**config.mk**
```make
export PLATFORM = sky130hd
export DESIGN_NAME = spi_host_bridge_flat
export DESIGN_NICKNAME = d
export VERILOG_FILES = /design/src/rtl/spi_bridge_pkg.sv /design/src/rtl/spi_host_bridge_if.sv /design/src/rtl/spi_byte_shifter.sv /design/src/rtl/spi_host_bridge.sv /design/src/flat_wrapper.sv
export SDC_FILE = /design/constraint.sdc
export NUM_CORES = 1
export LEC_CHECK = 0
export CAP_MARGIN = 0
export CORE_MARGIN = 4
export CORE_UTILIZATION = 30
export DETAILED_ROUTE_END_ITERATION = 7
export SYNTH_ARGS = -nofsm -noshare
export SYNTH_HDL_FRONTEND = slang
export SYNTH_SLANG_ARGS = --single-unit
```
**constraint.sdc**
```tcl
create_clock -name clk -period 2.82 [get_ports clk]
set_input_delay 0.564 -clock clk [delete_from_list [all_inputs] [get_ports clk]]
set_output_delay 0.564 -clock clk [all_outputs]
set_load 0.05 [all_outputs]
```
**src/rtl/spi_bridge_pkg.sv**
```systemverilog
// Shared opcodes, FSM state types and reply helper for the SPI host bridge.
package spi_bridge_pkg;

  localparam int LOAD_BYTES_DEF = 8;

  localparam logic [7:0] OP_LOAD   = 8'h01;
  localparam logic [7:0] OP_CFG    = 8'h02;
  localparam logic [7:0] OP_READ   = 8'h03;
  localparam logic [7:0] OP_STATUS = 8'h04;

  typedef enum logic [1:0] {F_IDLE, F_CMD, F_PAYLOAD, F_DRAIN} frame_state_t;
  typedef enum logic       {B_IDLE, B_RUN} burst_state_t;

  function automatic logic op_known(input logic [7:0] op);
    return op inside {OP_LOAD, OP_CFG, OP_READ, OP_STATUS};
  endfunction

  // Byte shifted out on MISO for each payload byte of a frame with opcode op.
  function automatic logic [7:0] miso_reply(input logic [7:0] op,
                                            input logic [7:0] result,
                                            input logic [2:0] status);
    logic [7:0] r;
    r = 8'h00;
    if (op == OP_READ)   r = result;
    if (op == OP_STATUS) r = {status, 5'b0};
    return r;
  endfunction

endpackage

```
**src/rtl/spi_host_bridge_if.sv**
```systemverilog
// SPI pins plus TPU core data/control pins seen by the host bridge.
interface spi_host_bridge_if;
  logic       spi_sclk;
  logic       spi_cs_n;
  logic       spi_mosi;
  logic       spi_miso;
  logic       spi_miso_oe;
  logic [7:0] tpu_data;
  logic       tpu_load_en;
  logic       tpu_transpose;
  logic       tpu_activation;
  logic [7:0] tpu_result;
  logic [2:0] tpu_status;
  logic       busy;
  logic       frame_err;

  modport master (
    output spi_sclk, spi_cs_n, spi_mosi, tpu_result, tpu_status,
    input  spi_miso, spi_miso_oe, tpu_data, tpu_load_en, tpu_transpose,
           tpu_activation, busy, frame_err
  );

  modport slave (
    input  spi_sclk, spi_cs_n, spi_mosi, tpu_result, tpu_status,
    output spi_miso, spi_miso_oe, tpu_data, tpu_load_en, tpu_transpose,
           tpu_activation, busy, frame_err
  );
endinterface

```
**src/rtl/spi_byte_shifter.sv**
```systemverilog
// SPI mode-0 byte shifter: synchronizers, edge detect, bit counter, MOSI/MISO shift.
// Latency: SYNC_STAGES + 1 clk from pin edge to event; byte_valid on the 8th detected rise.
// No backpressure: SCLK must stay at or below clk/4, tx_byte is taken at every byte start.
module spi_byte_shifter #(
  parameter int SYNC_STAGES = 2
) (
  input  logic       clk,
  input  logic       rst_n,
  input  logic       spi_sclk,
  input  logic       spi_cs_n,
  input  logic       spi_mosi,
  input  logic [7:0] tx_byte,
  output logic       spi_miso,
  output logic       cs_active,
  output logic       cs_fall,
  output logic       cs_rise,
  output logic       byte_valid,
  output logic [7:0] rx_byte
);

  logic [SYNC_STAGES-1:0] sclk_sync, cs_sync, mosi_sync;
  logic       sclk_s, cs_s, mosi_s;
  logic       sclk_q, cs_q;
  logic       sclk_rise, sclk_fall, byte_start;
  logic [2:0] bit_cnt;
  logic [6:0] rx_shift;
  logic [7:0] tx_shift;

  always_ff @(posedge clk or negedge rst_n) begin
    if (!rst_n) begin
      sclk_sync <= '0;
      cs_sync   <= '1;
      mosi_sync <= '0;
      sclk_q    <= 1'b0;
      cs_q      <= 1'b1;
    end else begin
      sclk_sync <= (sclk_sync << 1) | SYNC_STAGES'(spi_sclk);
      cs_sync   <= (cs_sync << 1)   | SYNC_STAGES'(spi_cs_n);
      mosi_sync <= (mosi_sync << 1) | SYNC_STAGES'(spi_mosi);
      sclk_q    <= sclk_s;
      cs_q      <= cs_s;
    end
  end

  assign sclk_s     = sclk_sync[SYNC_STAGES-1];
  assign cs_s       = cs_sync[SYNC_STAGES-1];
  assign mosi_s     = mosi_sync[SYNC_STAGES-1];
  assign sclk_rise  = sclk_s & ~sclk_q & ~cs_s;
  assign sclk_fall  = ~sclk_s & sclk_q & ~cs_s;
  assign cs_fall    = ~cs_s & cs_q;
  assign cs_rise    = cs_s & ~cs_q;
  assign cs_active  = ~cs_s;
  assign byte_valid = sclk_rise && (bit_cnt == 3'd7);
  assign rx_byte    = {rx_shift, mosi_s};
  assign byte_start = byte_valid | cs_fall;
  assign spi_miso   = tx_shift[7];

  // No shift on the fall after the 8th rise: the next byte was just loaded.
  always_ff @(posedge clk or negedge rst_n) begin
    if (!rst_n) begin
      bit_cnt  <= 3'd0;
      rx_shift <= 7'd0;
      tx_shift <= 8'd0;
    end else if (cs_s) begin
      bit_cnt  <= 3'd0;
      tx_shift <= 8'd0;
    end else begin
      if (sclk_rise) begin
        rx_shift <= {rx_shift[5:0], mosi_s};
        bit_cnt  <= bit_cnt + 3'd1;
      end
      if (byte_start)
        tx_shift <= tx_byte;
      else if (sclk_fall && bit_cnt != 3'd0)
        tx_shift <= {tx_shift[6:0], 1'b0};
    end
  end

endmodule

```
**src/rtl/spi_host_bridge.sv**
```systemverilog
// SPI host front end for the TPU core: frame decode, load buffer, config bits, load burst.
// Latency: commit to tpu_load_en one clk; config and frame_err one clk after the triggering event.
// No backpressure: bursts are shorter than one SPI byte, so a commit never meets a running burst.
module spi_host_bridge
  import spi_bridge_pkg::*;
#(
  parameter int LOAD_BYTES  = LOAD_BYTES_DEF,
  parameter int SYNC_STAGES = 2
) (
  input logic              clk,
  input logic              rst_n,
  spi_host_bridge_if.slave bus
);

  localparam int CW = (LOAD_BYTES > 1) ? $clog2(LOAD_BYTES) : 1;
  localparam int PW = $clog2(LOAD_BYTES + 1);

  logic       cs_active, cs_fall, cs_rise, byte_valid;
  logic [7:0] rx_byte, tx_byte;

  spi_byte_shifter #(.SYNC_STAGES(SYNC_STAGES)) u_shifter (
    .clk        (clk),
    .rst_n      (rst_n),
    .spi_sclk   (bus.spi_sclk),
    .spi_cs_n   (bus.spi_cs_n),
    .spi_mosi   (bus.spi_mosi),
    .tx_byte    (tx_byte),
    .spi_miso   (bus.spi_miso),
    .cs_active  (cs_active),
    .cs_fall    (cs_fall),
    .cs_rise    (cs_rise),
    .byte_valid (byte_valid),
    .rx_byte    (rx_byte)
  );

  frame_state_t  f_state, f_next;
  burst_state_t  b_state, b_next;
  logic [7:0]    opcode;
  logic [PW-1:0] pay_cnt;
  logic [7:0]    load_buf [LOAD_BYTES];
  logic [1:0]    cfg;
  logic          frame_err;
  logic          err_next, commit, buf_we, cfg_we, op_we, cnt_inc, load_open;
  logic [CW-1:0] b_cnt;
  logic          load_en;
  logic [7:0]    data;

  assign load_open = pay_cnt < PW'(LOAD_BYTES);

  always_ff @(posedge clk or negedge rst_n) begin
    if (!rst_n) f_state <= F_IDLE;
    else        f_state <= f_next;
  end

  always_comb begin
    f_next   = f_state;
    err_next = 1'b0;
    commit   = 1'b0;
    buf_we   = 1'b0;
    cfg_we   = 1'b0;
    op_we    = 1'b0;
    cnt_inc  = 1'b0;
    tx_byte  = 8'h00;
    if (cs_rise) begin
      f_next = F_IDLE;
      // A LOAD cut short is the only payload truncation that counts as malformed.
      if (f_state == F_PAYLOAD && opcode == OP_LOAD && load_open)
        err_next = 1'b1;
    end else begin
      case (f_state)
        F_IDLE: if (cs_fall) f_next = F_CMD;
        F_CMD: if (byte_valid) begin
          op_we = 1'b1;
          if (op_known(rx_byte)) begin
            f_next  = F_PAYLOAD;
            tx_byte = miso_reply(rx_byte, bus.tpu_result, bus.tpu_status);
          end else begin
            f_next   = F_DRAIN;
            err_next = 1'b1;
          end
        end
        F_PAYLOAD: if (byte_valid) begin
          tx_byte = miso_reply(opcode, bus.tpu_result, bus.tpu_status);
          cnt_inc = load_open;
          if (opcode == OP_LOAD && load_open) begin
            buf_we = 1'b1;
            commit = (pay_cnt == PW'(LOAD_BYTES - 1));
          end
          if (opcode == OP_CFG && pay_cnt == '0)
            cfg_we = 1'b1;
        end
        F_DRAIN: f_next = F_DRAIN;
        default: f_next = F_IDLE;
      endcase
    end
  end

  always_ff @(posedge clk or negedge rst_n) begin
    if (!rst_n) begin
      opcode    <= 8'h00;
      pay_cnt   <= '0;
      cfg       <= 2'b00;
      frame_err <= 1'b0;
      for (int i = 0; i < LOAD_BYTES; i++) load_buf[i] <= 8'h00;
    end else begin
      frame_err <= err_next;
      if (op_we) begin
        opcode  <= rx_byte;
        pay_cnt <= '0;
      end else if (cnt_inc) begin
        pay_cnt <= pay_cnt + PW'(1);
      end
      if (buf_we) load_buf[pay_cnt[CW-1:0]] <= rx_byte;
      if (cfg_we) cfg <= rx_byte[1:0];
    end
  end

  always_ff @(posedge clk or negedge rst_n) begin
    if (!rst_n) begin
      b_state <= B_IDLE;
      b_cnt   <= '0;
    end else begin
      b_state <= b_next;
      b_cnt   <= (b_state == B_RUN && b_next == B_RUN) ? b_cnt + CW'(1) : '0;
    end
  end

  always_comb begin
    b_next  = b_state;
    load_en = 1'b0;
    data    = 8'h00;
    case (b_state)
      B_IDLE: if (commit) b_next = B_RUN;
      B_RUN: begin
        load_en = 1'b1;
        data    = load_buf[b_cnt];
        if (b_cnt == CW'(LOAD_BYTES - 1)) b_next = B_IDLE;
      end
      default: b_next = B_IDLE;
    endcase
  end

  assign bus.tpu_data       = data;
  assign bus.tpu_load_en    = load_en;
  assign bus.busy           = load_en;
  assign bus.tpu_transpose  = cfg[0];
  assign bus.tpu_activation = cfg[1];
  assign bus.frame_err      = frame_err;
  assign bus.spi_miso_oe    = cs_active;

endmodule

```
**src/flat_wrapper.sv**
```systemverilog
// flat-port wrapper written by rule: the top's interface ports become plain ports
module spi_host_bridge_flat import spi_bridge_pkg::*;
#(
  parameter int LOAD_BYTES  = LOAD_BYTES_DEF,
  parameter int SYNC_STAGES = 2
)
  (clk, rst_n, bus_spi_sclk, bus_spi_cs_n, bus_spi_mosi, bus_tpu_result, bus_tpu_status, bus_spi_miso, bus_spi_miso_oe, bus_tpu_data, bus_tpu_load_en, bus_tpu_transpose, bus_tpu_activation, bus_busy, bus_frame_err);
  spi_host_bridge_if bus_i ();
  input logic clk;
  input logic rst_n;
  input wire logic [$bits(bus_i.spi_sclk)-1:0] bus_spi_sclk;
  input wire logic [$bits(bus_i.spi_cs_n)-1:0] bus_spi_cs_n;
  input wire logic [$bits(bus_i.spi_mosi)-1:0] bus_spi_mosi;
  input wire logic [$bits(bus_i.tpu_result)-1:0] bus_tpu_result;
  input wire logic [$bits(bus_i.tpu_status)-1:0] bus_tpu_status;
  output wire logic [$bits(bus_i.spi_miso)-1:0] bus_spi_miso;
  output wire logic [$bits(bus_i.spi_miso_oe)-1:0] bus_spi_miso_oe;
  output wire logic [$bits(bus_i.tpu_data)-1:0] bus_tpu_data;
  output wire logic [$bits(bus_i.tpu_load_en)-1:0] bus_tpu_load_en;
  output wire logic [$bits(bus_i.tpu_transpose)-1:0] bus_tpu_transpose;
  output wire logic [$bits(bus_i.tpu_activation)-1:0] bus_tpu_activation;
  output wire logic [$bits(bus_i.busy)-1:0] bus_busy;
  output wire logic [$bits(bus_i.frame_err)-1:0] bus_frame_err;
  assign bus_i.spi_sclk = bus_spi_sclk;
  assign bus_i.spi_cs_n = bus_spi_cs_n;
  assign bus_i.spi_mosi = bus_spi_mosi;
  assign bus_i.tpu_result = bus_tpu_result;
  assign bus_i.tpu_status = bus_tpu_status;
  assign bus_spi_miso = bus_i.spi_miso;
  assign bus_spi_miso_oe = bus_i.spi_miso_oe;
  assign bus_tpu_data = bus_i.tpu_data;
  assign bus_tpu_load_en = bus_i.tpu_load_en;
  assign bus_tpu_transpose = bus_i.tpu_transpose;
  assign bus_tpu_activation = bus_i.tpu_activation;
  assign bus_busy = bus_i.busy;
  assign bus_frame_err = bus_i.frame_err;
  spi_host_bridge #(.LOAD_BYTES(LOAD_BYTES), .SYNC_STAGES(SYNC_STAGES)) u_core (.clk(clk), .rst_n(rst_n), .bus(bus_i));
endmodule
```
==> out/results.ini <==
[status]
status = completed

[grt]
grt_max_degree = 69
grt_pass1_vias = 3400
grt_overflow = 0
grt_pass1_wl_um = 18900
grt_use_total_pct = 12.0
antenna_found_initial = 0

[synth]
ys_warn_count = 0
syn_inst = 407
ys_types = 50
synth_seq_area_share_pct = 52.1
synth_fp_nets = 434
yosysTopAreaCell = dfrtp_1
synth_top_area_share_pct = 50.6
synth.cell_area_um2 = 5340
synth.area.top_cells = dfrtp_1 51%, mux2_2 15%, mux4_2 6.7%, ha_1 2.6%, mux2i_1 2.2%
synth_seq_cells = 111
synth.avg_cell_area_um2 = 13.1

[critical_path]
critPathArrivalTime_ps = 2870
required_ps = 3060
crit_top_cell = ha_1
crit_path_cell_trace = ha_1 > ha_1 > and4bb_1 > nand4_4 > nor4_4 > mux2_2
critPathMaxStageDelay_ps = 690
slowest_stage = nor4_4
r2r-start = u_core.u_shifter.bit_cnt[0]
setup.worst_path.start = u_core.u_shifter.bit_cnt[0]
cp_max_fo = 10
end_kind = flop
cp-start-kind = flop
crit_type = flop to flop

[sta]
slew_headroom_pct = 44.1
clock_skew_ps = 9.19
setup_tns_ps = 0
report.final.slew_viol_count = 0
min_period_ps = 2630
rsz0062_at_grt = no
hold_viol_final = 0
setup_viol = 0
worst_pin_slew_ps = 832
fmax_mhz = 380
min_period_over_period_pct = 93.2

[finish]
multi_input_area_um2 = 2400
syn2layout_area_growth_pct = 15.1
fillCellCount = 1649
final_area_um2 = 6150
layoutNonFillerInstCount = 660
nets = 457
regArea_um2 = 2780
layout-drive-gt1-share_pct = 30.8
n_antenna_cell = 0
fin_util_pct = 35.4

[die]
die_y_um = 141
die_x_um = 141
rows = 48
die-area_um2 = 20000
initial_core_util_pct = 30.8
coreArea_um2 = 17400
ios = 31

[power_and_ir_drop]
pwr-share-comb_pct = 9.6
powerDensity_nw_per_um2 = 549
switchingPower_uw = 945
p_seq_share_pct = 54.3
internal_power_mw = 2.43
p_sw_share_pct = 28.0
vdd_drop_max_v = 0.000323
p_leak_nw = 2.84
clkPwrFrac_pct = 36.0

[cts]
clk_pin_slew_ps = 70
cts_sinks = 111
cts_inserted_buffers = 9
cts_tree = yes
holdBufCountCts = 0
root_buffer = clkbuf_16
worstSkewPairLatency_ps = 350
htreeDepth = 3
cts_max_path_buffers = 2

[route]
via_per_inst = 4.97
dr.pass1.iters = 4
detail-route-antenna-nets = 0
routed_wl_um = 11400
drt-initial-drc-count = 268
vias = 3281
drcViolationCount = 0
wl_per_cell_um = 17.3

[place]
dp_hpwl_um = 7540
io_buffers = 30
gp_congestion = 0.786
postPlaceCellArea_um2 = 5840
dpl.cell_count = 643

[worst_hold_path]
worst_hold_path_type = input pin to async pin

[run]
maxCapViolations = 0

[sequential cells by signal, indices dropped and copies added, names as in the netlist, 2 cells and up]
signal                      count
u_core.u_shifter.tx_shift       8
u_core.u_shifter.cs_sync        2
u_core.b_cnt                    3
u_core.u_shifter.sclk_sync      2
u_core.load_buf                64
u_core.opcode                   8
u_core.u_shifter.bit_cnt        3
u_core.cfg                      2
u_core.pay_cnt                  4
u_core.u_shifter.rx_shift       7
u_core.f_state                  2
u_core.u_shifter.mosi_sync      2
[metrics by stage]
step	total power [mW]	setup WS [ps]	hold slack, ps
after global placement	2.17	188	342
after detailed placement	2.19	177	335
final	3.38	191	226
after floorplan	2.02	301	268
after global routing	3.55	45.4	263
after CTS	3.42	157	235
[cell usage in the layout (no fill, tap or decap), types with 3 or more instances in the layout]
cell and count:
inv_1 13, nor3_1 3, mux2_2 73, o211ai_1 4
mux4_2 16, a21boi_0 3, ha_1 11, o22ai_1 4
dfstp_2 3, nand2_1 31, mux2i_1 12, nor2_1 15
nand2b_1 5, a22o_1 3, and3_1 6, buf_4 13
o21ai_0 9, nand3_1 8, clkbuf_16 9, a21oi_1 3
clkdlybuf4s50_1 21, nor2b_1 12, nand4_2 3, a22oi_1 3
dfrtp_1 108, nor4_4 5
[cells by family after synthesis]
kind of cell / after synthesis / synth area share (%)
DFF: 111 / 52.1
xor gates and xnor gates: 3 / 0.492
and+or+nand+nor: 108 / 13.2
AOI/OAI and AO/OA: 34 / 4.22
buffers and inverters: 39 / 3.02
adders and majority gates: 11 / 2.58
muxes: 101 / 24.4
[worst max-delay path, delay by kind of cell (launching register included)]
| kind | cells | cell delay, ps |
|---|---|---|
| AND/OR/NAND/NOR | 3 | 1380 |
| multiplexers | 1 | 410 |
| flip-flops | 1 | 390 |
| adder cells (fa/ha/maj) | 2 | 340 |
[layer usage]
layer	up-vias	part of all wire [%]	global-route usage (%)
li1	1508	-	-
met1	1719	49	17.2
met3	9	2.9	2.90
met4	0	1.2	3.69
met5	-	0	0
met2	45	47	18.2
[cells in the mapped netlist (all sizes together)]
master,count
nor3,3
and4,2
or4,1
nor4b,1
nand4b,1
a221oi,2
ha,11
nand2b,5
dfstp,3
a22oi,3
a21oi,3
a2bb2oi,1
nor2,15
nor3b,2
o22ai,4
o211ai,4
and4bb,2
clkinv,1
nand2,31
and3b,1
dfrtp,108
mux4,16
and2,2
nor4bb,1
xnor2,2
and3,6
nand3,8
nand4,5
nand4bb,1
a22o,3
mux2i,12
o21ai,9
xor2,1
nand3b,2
clkbuf,13
and4b,1
inv,14
a31oi,2
buf,11
nor2b,12
mux2,73
nor4,6
a21boi,3
[power groups by stage]
stage / Combinational [mW] / Clock (mW) / Sequential [mW]
after floorplan: 0.295 / 0 / 1.73
after global placement: 0.308 / 0 / 1.86
after detailed placement: 0.322 / 0 / 1.87
after CTS: 0.324 / 1.26 / 1.84
after global routing: 0.372 / 1.32 / 1.86
final: 0.326 / 1.22 / 1.83
[timing repair]
action                                  in CTS  in global routing
gates resized for setup                      0                  0
endpoints found under the setup margin       0                  1
buffers inserted                             0                  1
[layout make-up]
type / count / share of cell area [%]
inverter: 15 / 0.916
sequential: 111 / 45.2
multi-input combinational: 257 / 39.0
timing repair buffer: 36 / 5.66
clock buffer: 11 / 3.95
clock inverter: 5 / 0.672
tap: 225 / 4.58
[worst paths after layout]
check | cells after the start | slack [ps] | end
setup reg to reg | 6 | 190 | u_core.load_buf[51]
min in group clk | 0 | 350 | u_core.u_shifter.sclk_sync[1]
hold reg to reg | 0 | 350 | u_core.u_shifter.sclk_sync[1]
max in group asynchronous | 2 | 1820 | u_core.load_buf[0]
hold / removal | 1 | 230 | u_core.u_shifter.mosi_sync[0]
setup / recovery | 6 | 190 | u_core.load_buf[51]
(Power assumes the default switching activity.)
